**src/rtl/evr_event_decoder.sv**
```systemverilog
// Event-code decoder: per-channel trigger pulses, seconds/ticks timestamp and
// heartbeat watchdog. All outputs are registered.
module evr_event_decoder #(
  parameter int unsigned CHANNELS   = 4,
  parameter logic [31:0] HB_TIMEOUT = 32'd250000000
) (
  input  logic                    Clock,
  input  logic                    Reset,
  input  logic [7:0]              eventCode,
  input  logic                    eventValid,
  input  logic [8*CHANNELS-1:0]   channelCodes,
  output logic [CHANNELS-1:0]     eventPulse,
  output logic [31:0]             seconds,
  output logic [31:0]             ticks,
  output logic                    timestampValid,
  output logic                    heartbeatLost
);

  localparam logic [7:0] CodeShift0  = 8'h70;
  localparam logic [7:0] CodeShift1  = 8'h71;
  localparam logic [7:0] CodeHbeat   = 8'h7A;
  localparam logic [7:0] CodeLatch   = 8'h7D;

  logic [CHANNELS-1:0] pulse_d, pulse_q;
  logic [31:0]         shift_d, shift_q;
  logic [5:0]          bit_cnt_d, bit_cnt_q;
  logic [31:0]         seconds_d, seconds_q;
  logic                ts_valid_d, ts_valid_q;
  logic [31:0]         ticks_d, ticks_q;
  logic [31:0]         hb_cnt_d, hb_cnt_q;
  logic                hb_lost_d, hb_lost_q;

  logic is_shift0, is_shift1, is_hbeat, is_latch;

  // Decode the special codes; invalid cycles decode to nothing.
  always_comb begin
    is_shift0 = eventValid && (eventCode == CodeShift0);
    is_shift1 = eventValid && (eventCode == CodeShift1);
    is_hbeat  = eventValid && (eventCode == CodeHbeat);
    is_latch  = eventValid && (eventCode == CodeLatch);
  end

  // Channel match: a zero channel code is disabled, so the null code never matches.
  always_comb begin
    pulse_d = '0;
    for (int k = 0; k < CHANNELS; k++) begin
      pulse_d[k] = eventValid && (channelCodes[8*k +: 8] != 8'h00) &&
                   (eventCode == channelCodes[8*k +: 8]);
    end
  end

  // Seconds shift register, latch and ticks counter next-state.
  always_comb begin
    shift_d    = shift_q;
    bit_cnt_d  = bit_cnt_q;
    seconds_d  = seconds_q;
    ts_valid_d = ts_valid_q;
    ticks_d    = (ticks_q == 32'hFFFF_FFFF) ? ticks_q : ticks_q + 32'd1;
    if (is_shift0 || is_shift1) begin
      shift_d   = {shift_q[30:0], is_shift1};
      bit_cnt_d = (bit_cnt_q == 6'd63) ? bit_cnt_q : bit_cnt_q + 6'd1;
    end
    if (is_latch) begin
      // Only a complete 32-bit sequence is trusted; shift_q is left intact.
      if (bit_cnt_q == 6'd32) begin
        seconds_d  = shift_q;
        ts_valid_d = 1'b1;
      end else begin
        ts_valid_d = 1'b0;
      end
      ticks_d   = '0;
      bit_cnt_d = '0;
    end
  end

  // Heartbeat watchdog; a received heartbeat drops the alarm on the next cycle.
  always_comb begin
    if (is_hbeat) begin
      hb_cnt_d  = '0;
      hb_lost_d = 1'b0;
    end else begin
      hb_cnt_d  = (hb_cnt_q == HB_TIMEOUT) ? hb_cnt_q : hb_cnt_q + 32'd1;
      hb_lost_d = (hb_cnt_q == HB_TIMEOUT);
    end
  end

  // State registers with synchronous reset.
  always_ff @(posedge Clock) begin
    if (Reset) begin
      pulse_q    <= '0;
      shift_q    <= '0;
      bit_cnt_q  <= '0;
      seconds_q  <= '0;
      ts_valid_q <= 1'b0;
      ticks_q    <= '0;
      hb_cnt_q   <= '0;
      hb_lost_q  <= 1'b0;
    end else begin
      pulse_q    <= pulse_d;
      shift_q    <= shift_d;
      bit_cnt_q  <= bit_cnt_d;
      seconds_q  <= seconds_d;
      ts_valid_q <= ts_valid_d;
      ticks_q    <= ticks_d;
      hb_cnt_q   <= hb_cnt_d;
      hb_lost_q  <= hb_lost_d;
    end
  end

  // Outputs come straight from registers.
  always_comb begin
    eventPulse     = pulse_q;
    seconds        = seconds_q;
    ticks          = ticks_q;
    timestampValid = ts_valid_q;
    heartbeatLost  = hb_lost_q;
  end

endmodule

```
**config.mk**
```make
export PLATFORM = sky130hd
export DESIGN_NAME = evr_event_decoder
export DESIGN_NICKNAME = d
export VERILOG_FILES = /design/src/rtl/evr_event_decoder.sv
export SDC_FILE = /design/constraint.sdc
export NUM_CORES = 1
export LEC_CHECK = 0
export ABC_AREA = 1
export CAP_MARGIN = 25
export CORE_MARGIN = 2
export CORE_UTILIZATION = 59
export CTS_CLUSTER_DIAMETER = 30
export DETAILED_ROUTE_END_ITERATION = 7
export GPL_TIMING_DRIVEN = 1
export MAX_ROUTING_LAYER = met4
export PLACE_DENSITY = 0.88
export SLEW_MARGIN = 25
export SYNTH_ARGS = -nofsm -noshare
export SYNTH_HDL_FRONTEND = slang
export SYNTH_SLANG_ARGS = --single-unit
```
**constraint.sdc**
```tcl
create_clock -name Clock -period 3.33 [get_ports Clock]
set_input_delay 0.666 -clock Clock [delete_from_list [all_inputs] [get_ports Clock]]
set_output_delay 0.666 -clock Clock [all_outputs]
set_load 0.01 [all_outputs]
```
==> results of run 1 <==
## layout by cell type, fill, tap and decap left out, types with 5 or more instances in the layout
| cell | count |
|---|---|
| xnor2_1 | 15 |
| clkbuf_16 | 17 |
| o21ai_0 | 53 |
| nand3_2 | 13 |
| ha_1 | 5 |
| nand2_1 | 266 |
| inv_2 | 8 |
| dfxtp_1 | 140 |
| nor2_1 | 284 |
| nand3_1 | 50 |
| o21ai_1 | 31 |
| nand3b_1 | 7 |
| nor2_4 | 5 |
| nor3_1 | 19 |
| a21oi_2 | 19 |
| xor2_1 | 7 |
| nand4_1 | 9 |
| inv_1 | 81 |
| inv_6 | 5 |
| or2_2 | 7 |
| nand2_2 | 7 |
| a21oi_1 | 23 |
| clkdlybuf4s50_1 | 112 |
## worst max-delay path, cell delays in order
cell and delay, ns:
clkdlybuf4s50_1 0.64, inv_2 0.10, nand2_2 0.09, nor2_4 0.05, nand3_1 0.10, nand2_1 0.09
inv_1 0.69, nor2_1 0.13, nor2_1 0.16
## flip-flops by register name (all words and copies together), names as in the netlist
signal / count
hb_cnt_q: 32
ticks: 32
shift_q: 32
seconds: 32
heartbeatLost: 1
eventPulse: 4
bit_cnt_q: 6
timestampValid: 1
## cell type report
cell class | instances | area share [%]
tap | 168 | 2.32
inverter | 92 | 3.85
timing repair buffer | 115 | 12.6
multi-input combinational | 845 | 43.7
clock inverter | 13 | 1.70
clock buffer | 19 | 4.89
sequential | 140 | 30.9
## through the flow
stage | setup slack (ns) | total power, mW
after floorplan | 1.62 | 1.84
after global placement | 0.669 | 1.93
after detailed placement | 0.537 | 1.93
after CTS | 0.965 | 3.82
after global routing | 0.781 | 3.91
final | 0.971 | 3.80
## cell families (layout without fill, tap and decap cells)
| family | count (synthesis) | count (layout) | synth area share, % |
|---|---|---|---|
| AO/OA/AOI/OAI | 141 | 141 | 11.4 |
| XOR/XNOR | 22 | 22 | 2.63 |
| adder cells (fa/ha/maj) | 5 | 5 | 0.854 |
| buffers and inverters | 120 | 239 | 7.59 |
| flip-flops | 140 | 140 | 38.3 |
| AND/OR/NAND/NOR | 677 | 677 | 39.2 |
## metal layers
metal	share of wire, %	up-vias	global-route usage, %
met5	0	-	-
met4	1.8	0	9.56
met3	6.0	29	5.59
met2	48	270	48.9
met1	44	3364	38.1
li1	-	3733	-
## report_power, final
group          internal (mW)  leakage [nW]  switching, mW
logic                 0.0921          2.01          0.110
registers               1.68          1.13         0.0107
clock network           1.14         0.280          0.770
## synth_stat cells, types with 2 or more instances
cell type / number
a21oi_1: 23
a21oi_2: 19
a31oi_1: 2
a31oi_2: 3
and2_1: 2
buf_2: 5
buf_6: 12
clkbuf_1: 7
clkbuf_2: 4
dfxtp_1: 140
ha_1: 5
inv_1: 81
inv_2: 8
nand2_1: 266
nand2_2: 7
nand2_4: 3
nand3_1: 50
nand3_2: 13
nand3b_1: 7
nand4_1: 9
nor2_1: 284
nor2_2: 3
nor2_4: 5
nor3_1: 19
o2111ai_1: 3
o21ai_0: 53
o21ai_1: 31
o22ai_1: 4
or2_2: 7
xnor2_1: 15
xor2_1: 7
## final timing paths
| kind | start | to | slack, ns | cells after the start |
|---|---|---|---|---|
| setup / recovery | eventCode[7] | shift_q[12]$_SDFFE_PP0P_ | 0.97 | 9 |
| hold / removal | bit_cnt_q[5]$_SDFFE_PP0P_ | bit_cnt_q[5]$_SDFFE_PP0P_ | 0.48 | 2 |
| setup reg to reg | ticks[0]$_SDFFE_PP0P_ | ticks[1]$_SDFFE_PP0P_ | 1.14 | 9 |
| hold reg to reg | bit_cnt_q[5]$_SDFFE_PP0P_ | bit_cnt_q[5]$_SDFFE_PP0P_ | 0.48 | 2 |
==> results.md, run 1 <==
- Status: complete, no violations
- Num CTS Buffers: 17
- Congestion Overflow GR: 0
- Syn Inst Count: around 1100
- Boundary Pins: around 110
- Worst relative slew slack: 37.7%
- HPWL after detailed placement: 13200 um
- Area leader, netlist: dfxtp_1
- Buffers on Ports: about 110
- Placed inst area: between 8000 and 9000 um^2
- Final setup TNS: 0 ns
- # DRC: 0
- Cell Pwr Density: 420 nW/um^2
- Reg area: approximately 2800 um^2
- Layout Utilization: about three quarters
- Number of synthesized flops with an enable pin: 0
- Vias in the first global route: about 7000
- Via density: approximately 5.3
- Initial core utilization: 60.7%
- Multi-input logic area: ~4000 um^2
- Top-area cell type share of the netlist area: between 30% and 40%
- Final hold violation count: 0
- CTS resizes: 0
- Setup crit end kind: flip-flop
- Worst-path clk slew: approximately 0.060 ns
- Peak VDD IR: roughly 0.00035 V
- Area Overhead vs Synth: 23.8%
- Die height: 115 um
- DR vias: 7396
- Final min period: roughly 2.4 ns
- Ys Warns: 0
- Worst-margin pin slew: between 0.9 and 1 ns
- GR Util All Layers: 30.2%
- CTS tree: built
- Antenna cell count: 0
- Slew Viols, Final: 0
- GPL Wtd Cong: 0.955
- Crit path launch type: input pin
- Root Driver: clkbuf_16
- Critical Path RT: around 3.7 ns
- Layout Cells excl Fill: ~1400
- Finished Cell Area: approximately 9100 um^2
- Top_reg_cell synth: dfxtp_1
- Nets: between 1000 and 1500
- Largest net degree at the start of global routing: 64
- CTS H-Tree Depth: 4
- First-pass GRT wire length: ~32000 um
- Iter 0 DRT Violations: approximately 570
- Initial antenna violation count: 0
- RSZ-0062 raised after global routing: false
- Final period utilization: between 70 and 80%
- Endpoints failing setup: 0
- Wire per inst: between 10 and 15 um
- Cts hold-fix bufs: 0
- First-pass detailed-route iteration total: 5
- Post-CTS setup buffers: 0
- Share of cells above drive strength 1: 8.66%
- P_leak: 3.42 nW
- Chip width: 115 um
- Peak Freq: about 0.42 GHz
- Worst-skew pair later-pin latency: around 0.43 ns
- Crit-path max FO: 31
- Critical path type: in -> reg
- Clock sinks: between 100 and 150
- Core ar.: 12100 um^2
- Final Skew: 0.00850 ns
- MaxCap Viol Count: 0
- Async set-reset flop share out of synthesis: 0%
- Hold_ws: between 0.4 and 0.5 ns
- Count of antenna-violating nets left after detailed routing: 0
- CTS Buffer Depth: 2
- Hold Crit Class: reg -> reg
- Post-Syn Area: ~7300 um^2
- Sequential area share after synthesis: 38.3%
- Post-Syn Nets: 1153
- Row cnt: 40
- Die area: 13300 um^2
- Routed WL: about 19000 um
- Placed cells: between 1000 and 1500
- Fillcell total: slightly below 1000
- Worst EP arrival: between 2 and 3 ns
- Syn avg cell area: roughly 6.6 um^2
- #FFs+latches synth: between 100 and 150
- Largest cells by area after synthesis: dfxtp_1 (38%), nor2_1 (15%), nand2_1 (14%)
- Unique masters post-synth: 39
No activity file was read; power rests on OpenSTA's default activity.
==> inputs of run 2 (changes only) <==
--- a/config.mk
+++ b/config.mk
@@ -8,12 +8,12 @@
 export ABC_AREA = 1
 export CAP_MARGIN = 25
 export CORE_MARGIN = 2
-export CORE_UTILIZATION = 59
+export CORE_UTILIZATION = 49
 export CTS_CLUSTER_DIAMETER = 30
 export DETAILED_ROUTE_END_ITERATION = 7
 export GPL_TIMING_DRIVEN = 1
 export MAX_ROUTING_LAYER = met4
-export PLACE_DENSITY = 0.88
+export PLACE_DENSITY = 0.79
 export SLEW_MARGIN = 25
 export SYNTH_ARGS = -nofsm -noshare
 export SYNTH_HDL_FRONTEND = slang
==> constraint.sdc (replaced) <==
create_clock -name Clock -period 2.1 [get_ports Clock]
set_input_delay 0.42 -clock Clock [delete_from_list [all_inputs] [get_ports Clock]]
set_output_delay 0.42 -clock Clock [all_outputs]
set_load 0.01 [all_outputs]
==> run 2 against run 1 <==
Compared with the run above: clock power grew 58%; largest power group unchanged; design area grew 3.0%; final cell count grew 2.8%; wire length shrank 0.28%; flip-flop and latch count is the same; global-route usage shrank 5.9 points; core utilization shrank 11 points; via count shrank 1.6%; worst hold slack gained 0.0024 ns; sequential power grew 59%.
==> results.md, run 2 (synthesis results as in run 1) <==
- Wire per inst: 13.0 um (-3.0%)
- Largest net degree at the start of global routing: 64 (unchanged)
- Cts hold-fix bufs: 0 (unchanged)
- Endpoints failing setup: 0 (unchanged)
- Die area: 15900 um^2 (+20%)
- Hold Crit Class: reg -> reg
- HPWL after detailed placement: 13800 um (+4.4%)
- Die height: 126 um (+9.4%)
- Worst setup path end: ticks[0]
- MaxCap Viol Count: 0 (unchanged)
- RR Startpoint: ticks[1]$_SDFFE_PP0P_
- First-pass GRT wire length: 31100 um (-1.4%)
- Row cnt: 44 (+10%)
- Slowest Stage Delay on Critical Path: 0.54 ns (-0.15 ns)
- Internal: 4.71 mW (+62%)
- CTS tree: built
- Sequential Power Share: 44.4% (about the same)
- P_leak: 3.58 nW (+4.5%)
- DR vias: 7281 (-1.6%)
- Clock share of power: 49.8% (-0.4 points)
- Critical R2R Capture: ticks[15]$_SDFFE_PP0P_
- Initial core utilization: 50.2% (-11 points)
- GR Util All Layers: 24.2% (-5.9 points)
- # DRC: 0 (unchanged)
- Count of antenna-violating nets left after detailed routing: 0 (unchanged)
- Worst EP arrival: 1.46 ns (-1.26 ns)
- Iter 0 DRT Violations: 584 (+2.1%)
- Setup WS pre-CTS: 0.0167 ns (-0.521 ns)
- Final setup TNS: 0 ns (unchanged)
- Final period utilization: ~90%
- Met1 Track Usage GR: 29.8% (-8.3 points)
- Sw Ratio: 22.0% (-1.4 points)
- Worst-skew pair later-pin latency: 0.42 ns (about the same)
- Worst relative slew slack: 72.6% (+35 points)
- CTS H-Tree Depth: 4 (unchanged)
- Vias in the first global route: 6838 (-1.1%)
- GRT met3 Usage: 5.65% (+0.062 points)
- GPL Wtd Cong: 0.969 (+1.4%)
- Crit path launch type: flip-flop
- Worst setup slack after layout: 0.216 ns (-0.755 ns)
- Final Skew: 0.00919 ns (+0.000694 ns)
- Nets: 1282 (+1.8%)
- Peak Freq: between 0.5 and 0.6 GHz
- First-pass detailed-route iteration total: 6 (+1)
- Final hold violation count: 0 (unchanged)
- Layout Utilization: 64.0% (-11 points)
- Peak VDD IR: 0.000568 V (+64%)
- Hold_ws: 0.480 ns (+0.00240 ns)
- Critical path type: reg -> out
- RSZ-0062 raised after global routing: false
- GR Layer Usage met2: 39.8% (-9.1 points)
- Status: complete, no violations
- Buffers on Ports: 112 (unchanged)
- Leading cell type in the layout, fill and taps excluded: nor2_1
- CTS resizes: 0 (unchanged)
- Area Overhead vs Synth: 27.5%
- Congestion Overflow GR: 0 (unchanged)
- CP max-delay cell: clkdlybuf4s50_1
- Crit-path max FO: 8 (-74%)
- Slew Viols, Final: 0 (unchanged)
- Final min period: ~1.9 ns
- Core ar.: 14600 um^2 (+21%)
- Num CTS Buffers: 17 (unchanged)
- Chip width: 126 um (+9.4%)
- Comb pwr share: 5.8% (+0.5 points)
- Crit path from: ticks[0]$_SDFFE_PP0P_
- Psw: 1.33 mW (+49%)
- Clock sinks: 140 (unchanged)
- Critical Path RT: 1.68 ns (-2.01 ns)
- Worst r2r path cells: 10 (+1)
- Worst-path clk slew: 0.06 ns (about the same)
- Boundary Pins: 113 (unchanged)
- Post-CTS setup buffers: 0 (unchanged)
- GR peak layer: met2
- Share of cells above drive strength 1: 10.3% (+1.7 points)
- CTS Buffer Depth: 2 (unchanged)
- Worst-path cell chain: buf_4 -> clkdlybuf4s50_1
- Root Driver: clkbuf_16
- Worst-margin pin slew: 0.412 ns (-0.522 ns)
- Cell Pwr Density: 647 nW/um^2 (+54%)
- Antenna cell count: 0 (unchanged)
- Commonest non-fill, non-tap cells in the layout: nor2_1 (284), nand2_1 (266), dfxtp_1 (140)
- Routed WL: 18600 um (-0.28%)
- Initial antenna violation count: 0 (unchanged)
- Setup crit end kind: output pin
- Flop2flop setup slack: 0.27 ns (-0.87 ns)
- Via density: 5.09 (-4.2%)
==> run 2: cell types whose count changed in the layout (fill, tap and decap cells not counted) <==
| cell | delta |
|---|---|
| buf_4 | +17 |
| buf_12 | +6 |
| inv_6 | -5 |
| clkinv_2 | +4 |
| clkbuf_8 | +3 |
| clkinvlp_4 | -3 |
| clkinv_4 | +2 |
| inv_8 | -1 |
==> run 2: critical path: cells and delay by family, from the launching register on <==
kind	cells	cell delay [ns]
DFF	1	0.34
buffers and inverters	2	0.70
==> run 2: metrics by stage <==
stage / instance area [um^2] / cells / power, mW
3_3_place_gp: 8740 / 1399 / 3.09
5_1_grt: 9340 / 1431 / 6.26
6_report: 9340 / 1431 / 6.04
4_1_cts: 9340 / 1431 / 6.09
3_5_place_dp: 8740 / 1399 / 3.09
2_1_floorplan: 7320 / 1105 / 2.92
==> run 2: final cells by class <==
cell class	count	area, um^2
tap	184	230
clock buffer	22	484
inverter	92	349
multi-input combinational	845	3960
fill	1290	5250
clock inverter	10	114
timing repair buffer	138	1390
sequential	140	2800
==> run 2: power groups by stage <==
stage	logic, mW	registers [mW]	clock network, mW
after CTS	0.350	2.68	3.05
final	0.350	2.68	3.01
after global routing	0.384	2.68	3.19
after detailed placement	0.347	2.74	0
after global placement	0.345	2.74	0
after floorplan	0.174	2.74	0
==> run 2: worst min path at each step <==
stage / slack [ns] / cells past startpoint / start / to
after floorplan: 0.44 / 2 / shift_q[0]$_SDFFE_PP0P_ / shift_q[0]$_SDFFE_PP0P_
after global placement: 0.46 / 2 / seconds[29]$_SDFFE_PP0P_ / seconds[29]$_SDFFE_PP0P_
after detailed placement: 0.47 / 2 / bit_cnt_q[5]$_SDFFE_PP0P_ / bit_cnt_q[5]$_SDFFE_PP0P_
after CTS: 0.49 / 2 / seconds[22]$_SDFFE_PP0P_ / seconds[22]$_SDFFE_PP0P_
after global routing: 0.50 / 2 / seconds[8]$_SDFFE_PP0P_ / seconds[8]$_SDFFE_PP0P_
final: 0.48 / 2 / seconds[29]$_SDFFE_PP0P_ / seconds[29]$_SDFFE_PP0P_
==> run 2: routing by layer <==
metal	share of wire, %	routed length (um)	up-vias
met3	5.2	968	26
met4	1.4	251	0
met1	46	8520	3276
met5	0	0	-
li1	-	-	3772
met2	48	8840	207
